`config.mk`:
```
export PLATFORM = sky130hd
export DESIGN_NAME = brz_pull_fetch_sync
export DESIGN_NICKNAME = d
export VERILOG_FILES = /design/src/rtl/brz_sync_pkg.sv /design/src/rtl/brz_sync_bit.sv /design/src/rtl/brz_pull_fetch_sync.sv
export SDC_FILE = /design/constraint.sdc
export NUM_CORES = 1
export LEC_CHECK = 0
export CORE_MARGIN = 5
export CORE_UTILIZATION = 35
export CTS_CLUSTER_SIZE = 20
export DETAILED_ROUTE_END_ITERATION = 10
export GPL_TIMING_DRIVEN = 0
export PLACE_DENSITY_LB_ADDON = 0.05
export SETUP_SLACK_MARGIN = 0.15
export SLEW_MARGIN = 20
export SYNTH_ARGS = -nofsm -noshare
export SYNTH_HDL_FRONTEND = slang
export SYNTH_SLANG_ARGS = --single-unit
export TNS_END_PERCENT = 1
```
`constraint.sdc`:
```
create_clock -name clk -period 1.3 [get_ports clk]
set_input_delay 0.13 -clock clk [delete_from_list [all_inputs] [get_ports clk]]
set_output_delay 0.13 -clock clk [all_outputs]
set_load 0.02 [all_outputs]
```
`src/rtl/brz_sync_pkg.sv`:
```
// Shared types and default widths for the Balsa pull-channel fetch bridge.
package brz_sync_pkg;

  typedef enum logic [1:0] {
    IDLE = 2'd0,
    REQ  = 2'd1,
    RTZ  = 2'd2
  } brz_state_e;

  localparam int unsigned DATA_W_DEF      = 18;
  localparam int unsigned SLICE_W_DEF     = 16;
  localparam int unsigned LOW_BIT_DEF     = 1;
  localparam int unsigned CNT_W_DEF       = 8;

  localparam int unsigned SYNC_STAGES_MIN = 2;
  localparam int unsigned SYNC_STAGES_MAX = 4;

endpackage

```
`src/rtl/brz_sync_bit.sv`:
```
// Multi-flop synchroniser for a single asynchronous level (used for the pull acknowledge).
module brz_sync_bit
  import brz_sync_pkg::*;
#(
  parameter int unsigned STAGES = SYNC_STAGES_MIN
) (
  input  logic clk,
  input  logic rst_n,
  input  logic i_d,
  output logic o_q
);

  if ((STAGES < SYNC_STAGES_MIN) || (STAGES > SYNC_STAGES_MAX)) begin : g_bad_stages
    $error("brz_sync_bit: STAGES outside legal synchroniser depth");
  end

  logic [STAGES-1:0] r_chain;

  always_ff @(posedge clk or negedge rst_n) begin
    if (!rst_n) begin
      r_chain <= '0;
    end else begin
      r_chain <= {r_chain[STAGES-2:0], i_d};
    end
  end

  assign o_q = r_chain[STAGES-1];

endmodule

```
`src/rtl/brz_pull_fetch_sync.sv`:
```
// Clocked requester for a four-phase Balsa pull channel; delivers a data slice over valid/ready.
// Optional request/return-to-zero timeout is enabled with BRZ_PULL_TIMEOUT_EN.
module brz_pull_fetch_sync
  import brz_sync_pkg::*;
#(
  parameter int unsigned DATA_W      = DATA_W_DEF,
  parameter int unsigned LOW_BIT     = LOW_BIT_DEF,
  parameter int unsigned SLICE_W     = SLICE_W_DEF,
  parameter int unsigned SYNC_STAGES = SYNC_STAGES_MIN,
  parameter int unsigned CNT_W       = CNT_W_DEF
`ifdef BRZ_PULL_TIMEOUT_EN
  ,
  parameter int unsigned TIMEOUT_CYC = 1023
`endif
) (
  input  logic               clk,
  input  logic               rst_n,
  input  logic               pull_en,
  output logic               inp_0r,
  input  logic               inp_0a,
  input  logic [DATA_W-1:0]  inp_0d,
  output logic               out_valid,
  input  logic               out_ready,
  output logic [SLICE_W-1:0] out_data,
  output logic               busy,
  output logic [CNT_W-1:0]   xfer_cnt,
  output logic               err
);

  if ((LOW_BIT + SLICE_W) > DATA_W) begin : g_bad_slice
    $error("brz_pull_fetch_sync: slice exceeds data width");
  end

  brz_state_e         r_state;
  brz_state_e         w_next_state;
  logic               w_ack_s;
  logic               w_capture;
  logic               w_err_set;
  logic               w_buf_free;
  logic               w_tmo;
  logic [SLICE_W-1:0] w_slice;
  logic               w_unused_d;

  logic               r_inp_0r;
  logic               r_out_valid;
  logic [SLICE_W-1:0] r_out_data;
  logic [CNT_W-1:0]   r_xfer_cnt;
  logic               r_err;

  brz_sync_bit #(
    .STAGES (SYNC_STAGES)
  ) u_ack_sync (
    .clk   (clk),
    .rst_n (rst_n),
    .i_d   (inp_0a),
    .o_q   (w_ack_s)
  );

  assign w_slice    = inp_0d[LOW_BIT +: SLICE_W];
  assign w_unused_d = ^inp_0d;
  // Buffer frees at the coming edge if empty now or being consumed this cycle.
  assign w_buf_free = !r_out_valid || out_ready;

`ifdef BRZ_PULL_TIMEOUT_EN
  localparam int unsigned TMO_W = $clog2(TIMEOUT_CYC + 1);

  logic [TMO_W-1:0] r_tmo_cnt;

  assign w_tmo = (r_state != IDLE) && (r_tmo_cnt == TMO_W'(TIMEOUT_CYC - 1));

  // Dwell counter: restarts on any state change or timeout.
  always_ff @(posedge clk or negedge rst_n) begin
    if (!rst_n) begin
      r_tmo_cnt <= '0;
    end else if ((w_next_state != r_state) || w_tmo || (r_state == IDLE)) begin
      r_tmo_cnt <= '0;
    end else begin
      r_tmo_cnt <= r_tmo_cnt + TMO_W'(1);
    end
  end
`else
  assign w_tmo = 1'b0;
`endif

  always_ff @(posedge clk or negedge rst_n) begin
    if (!rst_n) begin
      r_state <= IDLE;
    end else begin
      r_state <= w_next_state;
    end
  end

  always_comb begin
    w_next_state = r_state;
    w_capture    = 1'b0;
    w_err_set    = 1'b0;
    case (r_state)
      IDLE: begin
        // A raised ack with no request outstanding is a responder fault.
        if (w_ack_s) begin
          w_err_set = 1'b1;
        end else if (pull_en && w_buf_free) begin
          w_next_state = REQ;
        end
      end
      REQ: begin
        if (w_ack_s) begin
          w_capture    = 1'b1;
          w_next_state = RTZ;
        end else if (w_tmo) begin
          w_err_set    = 1'b1;
          w_next_state = RTZ;
        end
      end
      RTZ: begin
        if (!w_ack_s) begin
          w_next_state = IDLE;
        end else if (w_tmo) begin
          w_err_set = 1'b1;
        end
      end
      default: begin
        w_next_state = IDLE;
      end
    endcase
  end

  // Request, output buffer, transfer count and sticky error.
  always_ff @(posedge clk or negedge rst_n) begin
    if (!rst_n) begin
      r_inp_0r    <= 1'b0;
      r_out_valid <= 1'b0;
      r_out_data  <= '0;
      r_xfer_cnt  <= '0;
      r_err       <= 1'b0;
    end else begin
      r_inp_0r <= (w_next_state == REQ);
      if (w_err_set) begin
        r_err <= 1'b1;
      end
      if (w_capture) begin
        r_out_data  <= w_slice;
        r_out_valid <= 1'b1;
        r_xfer_cnt  <= r_xfer_cnt + CNT_W'(1);
      end else if (r_out_valid && out_ready) begin
        r_out_valid <= 1'b0;
      end
    end
  end

  assign inp_0r    = r_inp_0r;
  assign out_valid = r_out_valid;
  assign out_data  = r_out_data;
  assign xfer_cnt  = r_xfer_cnt;
  assign err       = r_err;
  assign busy      = r_inp_0r | w_ack_s;

endmodule

```
## Word-level counts from Yosys, hierarchy flattened

Index checks and enable logic that the tools add are counted.

- $mul: 0
- Reductions and logical operators: 6
- Add/sub/neg operators: 1
- Eq/ne operators: 3
- Order comparisons: 0
- Shift operators: 0
- Multiplexer cells: 10
- Divide/modulo/power cells: 0
- Bitwise logic cells: 1

Operators by type and width:

| operator | count |
|---|---|
| $add A8 B1 Y8 const B | 1 |
| $mux W2 | 4 |
| $pmux W2 S3 | 1 |
| $mux W1 | 5 |
| $eq A2 B1 Y1 const B | 2 |
| $eq A2 B2 Y1 const B | 1 |
| $logic_and A1 B1 Y1 | 2 |
| $logic_not A2 Y1 | 1 |
| $reduce_bool A2 Y1 | 1 |
| $logic_not A1 Y1 | 1 |
| $logic_or A1 B1 Y1 | 1 |
| $or A1 B1 Y1 | 1 |

- Memory bits (writable): 0
- Memories kept: 0
- Word-level logic and storage cells: 28
- Register bits after elaboration: 31
- Latch bits: 0
- Bits in read-only memories: 0

## Longest topological paths before layout

- Depth after elaboration: 7
- Gate-level depth with buffers: 4

## Hierarchy

A second synthesis with hierarchy kept.

- Cell total of the unflattened synthesis: 116
- Area total of the unflattened synthesis: 1191.1 um^2

By module, submodules not included:

| module | cells each | seq. area each (um^2) | area each (um^2) | instances |
|---|---|---|---|---|
| brz_pull_fetch_sync | 114 | 725.7 | 1141.1 | 1 |
| brz_sync_bit | 2 | 50.0 | 50.0 | 1 |

## Least setup slack after synthesis

No wires, ideal clock.

- Path kind: register to register
- From: reg r_state[1]
- To: reg r_xfer_cnt[4], in the netlist xfer_cnt[4]
- Required time: 1.169 ns
- Buffers on the path: 1
- Arrival time: 1.022 ns
- Setup slack: 0.147 ns
- Stages on the path, launching flop included: 5
- Period minus slack after synthesis: 1.153 ns
- Cells stage by stage: dfrtp_1 and3b_1 buf_4 nand4_1 xnor2_1

- Word-level cells in the longest chain between the ends: 2

Ends and longest elaborated chain:

| item | line | source |
|---|---|---|
| start, declared | brz_pull_fetch_sync.sv:34 | `brz_state_e r_state;` |
| start signal, assigned | brz_pull_fetch_sync.sv:89 | `r_state <= w_next_state;` |
| $eq A2 B1 Y1 | brz_pull_fetch_sync.sv:97 | `case (r_state)` |
| $mux W1 | brz_pull_fetch_sync.sv:97 |  |
| end signal, assigned | brz_pull_fetch_sync.sv:144 | `r_xfer_cnt <= r_xfer_cnt + CNT_W'(1);` |
| end, declared | brz_pull_fetch_sync.sv:47 | `logic [CNT_W-1:0] r_xfer_cnt;` |

Every way passes these cells.
A chain may end at the register's enable or synchronous reset.

## Worst setup path in the final report

- From: reg r_xfer_cnt[1], in the netlist xfer_cnt[1]
- To: out xfer_cnt[1]

RTL lines:

| item | line | source |
|---|---|---|
| end, declared | brz_pull_fetch_sync.sv:26 | `output logic [CNT_W-1:0] xfer_cnt,` |

No word-level cell between the ends.

==> impl_metrics.csv <==
group,metric,value,unit
run_status,status,"finished, final reports clean",
worst_setup_path,crit_required,1.17,ns
clock_tree,clkTransAtPathRegs,0.09,ns
layout,fin_nets,202,
floorplan,die-area,0.00467,mm2
synth,synth_most_common_cell,"nand2_1",
global_routing,antenna_found_initial,0,
pwr,peakVddDrop,0.815,mV
clock_tree,numCtsBuffers,5,
floorplan,ioPinCount,51,
route,wl_per_cell,11.5,um
worst_setup_path,cp_cell_sequence,"dlygate4sd2_1",
worst_setup_path,critical_path_buf_inv_count,1,
synth,synth_top_area_frac,0.651,
clock_tree,root_buffer,"clkbuf_4",
synth,synth_top_area_cell,"dfrtp_1",
worst_setup_path,critPathLaunchType,"register",
route,m1WireLength,1030,um
pwr,p_per_area,1670,mW/mm2
synth,syn_area_per_cell,10.3,um2
floorplan,start_util,0.360,
worst_setup_path,path_depth,1,
timing,maxSlewViolCount,0,
timing,period_share,0.938,
route,wl_met3,257,um
worst_setup_path,worstPathArrival,1.09,ns
worst_setup_path,crit_family,"flip-flops",
global_routing,gr-usage-all-layers,0.129,
worst_hold_path,hold_depth,1,
route,drtAntennaViolNets,0,
global_routing,grt_pass1_wl,4330,um
layout,utilization,0.557,
layout,area_delta_synth_final,54.8,%
timing,min_period,1.22,ns
placed_design,pre_cts_ws,-0.0903,ns
layout,finalNonFillerCells,225,
synth,netlist_top_cells_area,"dfrtp_1, nand2_1, xnor2_1, xor2_1, nor3_1",
placed_design,port_buffers,48,
route,dr.pass1.iters,4,
timing,tns,0,ns
synth,synth_edf_count,0,
timing,slew_headroom,0.547,
floorplan,design.core.area,0.00331,mm2
timing,max_freq,0.820,GHz
route,routed_wl,2600,um
timing,hold_viol,0,
layout,n_fill_cell,339,
global_routing,grt_pass1_vias,1001,
route,via_per_inst,4.38,
clock_tree,clock_latency,0.32,ns
layout,register_area,776,um2
clock_tree,cts_tree,"built",
pwr,leakage,0.961,nW
synth,seq_area_frac_synth,0.651,
timing,setup_viol,0,
synth,synthArstFlopShare,1.00,
layout,antenna_cells,0,
timing,fin_skew,0.00398,ns
route,met2_wirelength,1250,um
route,top_layer,"met4",
worst_setup_path,cp_slowest_cell,"dfrtp_1",
worst_setup_path,cp_max_fo,4,
timing,fin_ws,0.0803,ns
timing,tightestPinTransition,0.679,ns
route,vias,986,
worst_setup_path,max_stage_delay,0.41,ns
synth,synthTopCellsByCount,"nand2_1, dfrtp_1, nor3_1, xnor2_1, xor2_1",
worst_setup_path,r2r_cells,4,
synth,syn_inst,116,
synth,synth_cell_type_count,19,
route,drt_iter0_markers,70,
clock_tree,clockBufferDepth,2,
worst_hold_path,hold_path.class,"in -> reg",
floorplan,die_w,68.3,um
synth,yosysWarnings,0,
layout,multiInputGateArea,398,um2
global_routing,grt-ovfl-total,0,
synth,syn_nets,140,
synth,synth_seq_cells,31,
job,cap_viol_max_count,0,
worst_setup_path,cp-end-kind,"primary output",
placed_design,dp_cells,210,
clock_tree,cts.sinks,31,
floorplan,num_rows,21,
synth,synth_flop_cell,"dfrtp_1",
floorplan,fp.dieH,68.3,um
route,drc,0,
global_routing,grt_max_degree,32,
timing,rsz0062_at_grt,"true",
layout,drive_gt1_frac,0.128,
placed_design,gp_congestion,0.695,
worst_setup_path,critical_path_class,"reg -> out",
clock_tree,htreeDepth,2,
synth,synth_area,0.00119,mm2
placed_design,hpwl,1840,um
[cells in the final DEF, fill, tap and decap left out, drive strengths merged]
master and n:
clkinv 1, clkdlybuf4s15 3, and3b 1, dlygate4sd3 1
nor3 4, nor2 1, dlygate4sd2 23, ha 1
nand4 3, and2 1, and3 1, xnor2 4
nor3b 1, nand3b 1, clkdlybuf4s50 19, nand2b 1
or2 2, xor2 4, clkbuf 9, dfrtp 31
nand3 1, a21oi 1, nand2 54, buf 11
[registers in the layout, indices dropped and copies added (netlist names)]
name	flops
r_state	2
xfer_cnt	8
err	1
out_data	16
u_ack_sync.r_chain	2
inp_0r	1
out_valid	1
[power breakdown]
group | switching (mW) | total (mW) | internal (mW) | leakage [nW]
logic | 0.651 | 1.15 | 0.496 | 0.544
clock network | 0.307 | 0.518 | 0.210 | 0.0293
registers | 0.184 | 1.41 | 1.23 | 0.387
[metal layers]
metal  GRT usage  up-vias
met3      0.0624        7
met5           0        -
met4      0.0744        0
li1            -      490
met2       0.206       34
met1       0.138      455
[cells by family after synthesis]
kind of cell / share of synthesized area
simple gates: 0.256
flops: 0.651
xor+xnor: 0.0588
buf+inv: 0.0189
compound gates: 0.00420
fa+ha+maj: 0.0105
[layout make-up]
cell class | count | area share
multi-input cells | 81 | 0.216
clock buffers | 7 | 0.0244
clock inverters | 1 | 0.00271
well taps | 46 | 0.0312
flip-flops and latches | 31 | 0.421
repair buffers | 55 | 0.286
plain buffers | 4 | 0.0190
[path summary, 6_finish.rpt]
kind | from | slack [ns] | to
max | xfer_cnt[1] | 0.08 | xfer_cnt[1]
min | inp_0a | 0.24 | u_ack_sync.r_chain[0]
max reg2reg | r_state[1] | 0.11 | xfer_cnt[0]
min reg2reg | u_ack_sync.r_chain[0] | 0.36 | u_ack_sync.r_chain[1]
max in group asynchronous | rst_n | 0.48 | out_data[10]
min in group asynchronous | rst_n | 0.37 | xfer_cnt[6]
[repair_timing]
action                                 4_1_cts  5_1_grt
endpoints found under the hold margin       31        0
setup buffers                                2        4
pin swaps                                    0        3
hold buffers                                 1        0
setup endpoints to repair                   37       53
gates resized for setup                     41        4
[through the flow]
step	power [mW]	instance area [um2]	hold WS, ns
after floorplan	2.04	1190	-0.166
after detailed placement	2.73	1730	0.209
after global placement	2.70	1730	0.333
after global routing	3.31	1840	0.222
after CTS	3.11	1790	0.220
final	3.08	1840	0.236
Note: power is estimated with default switching activity, not from simulation.
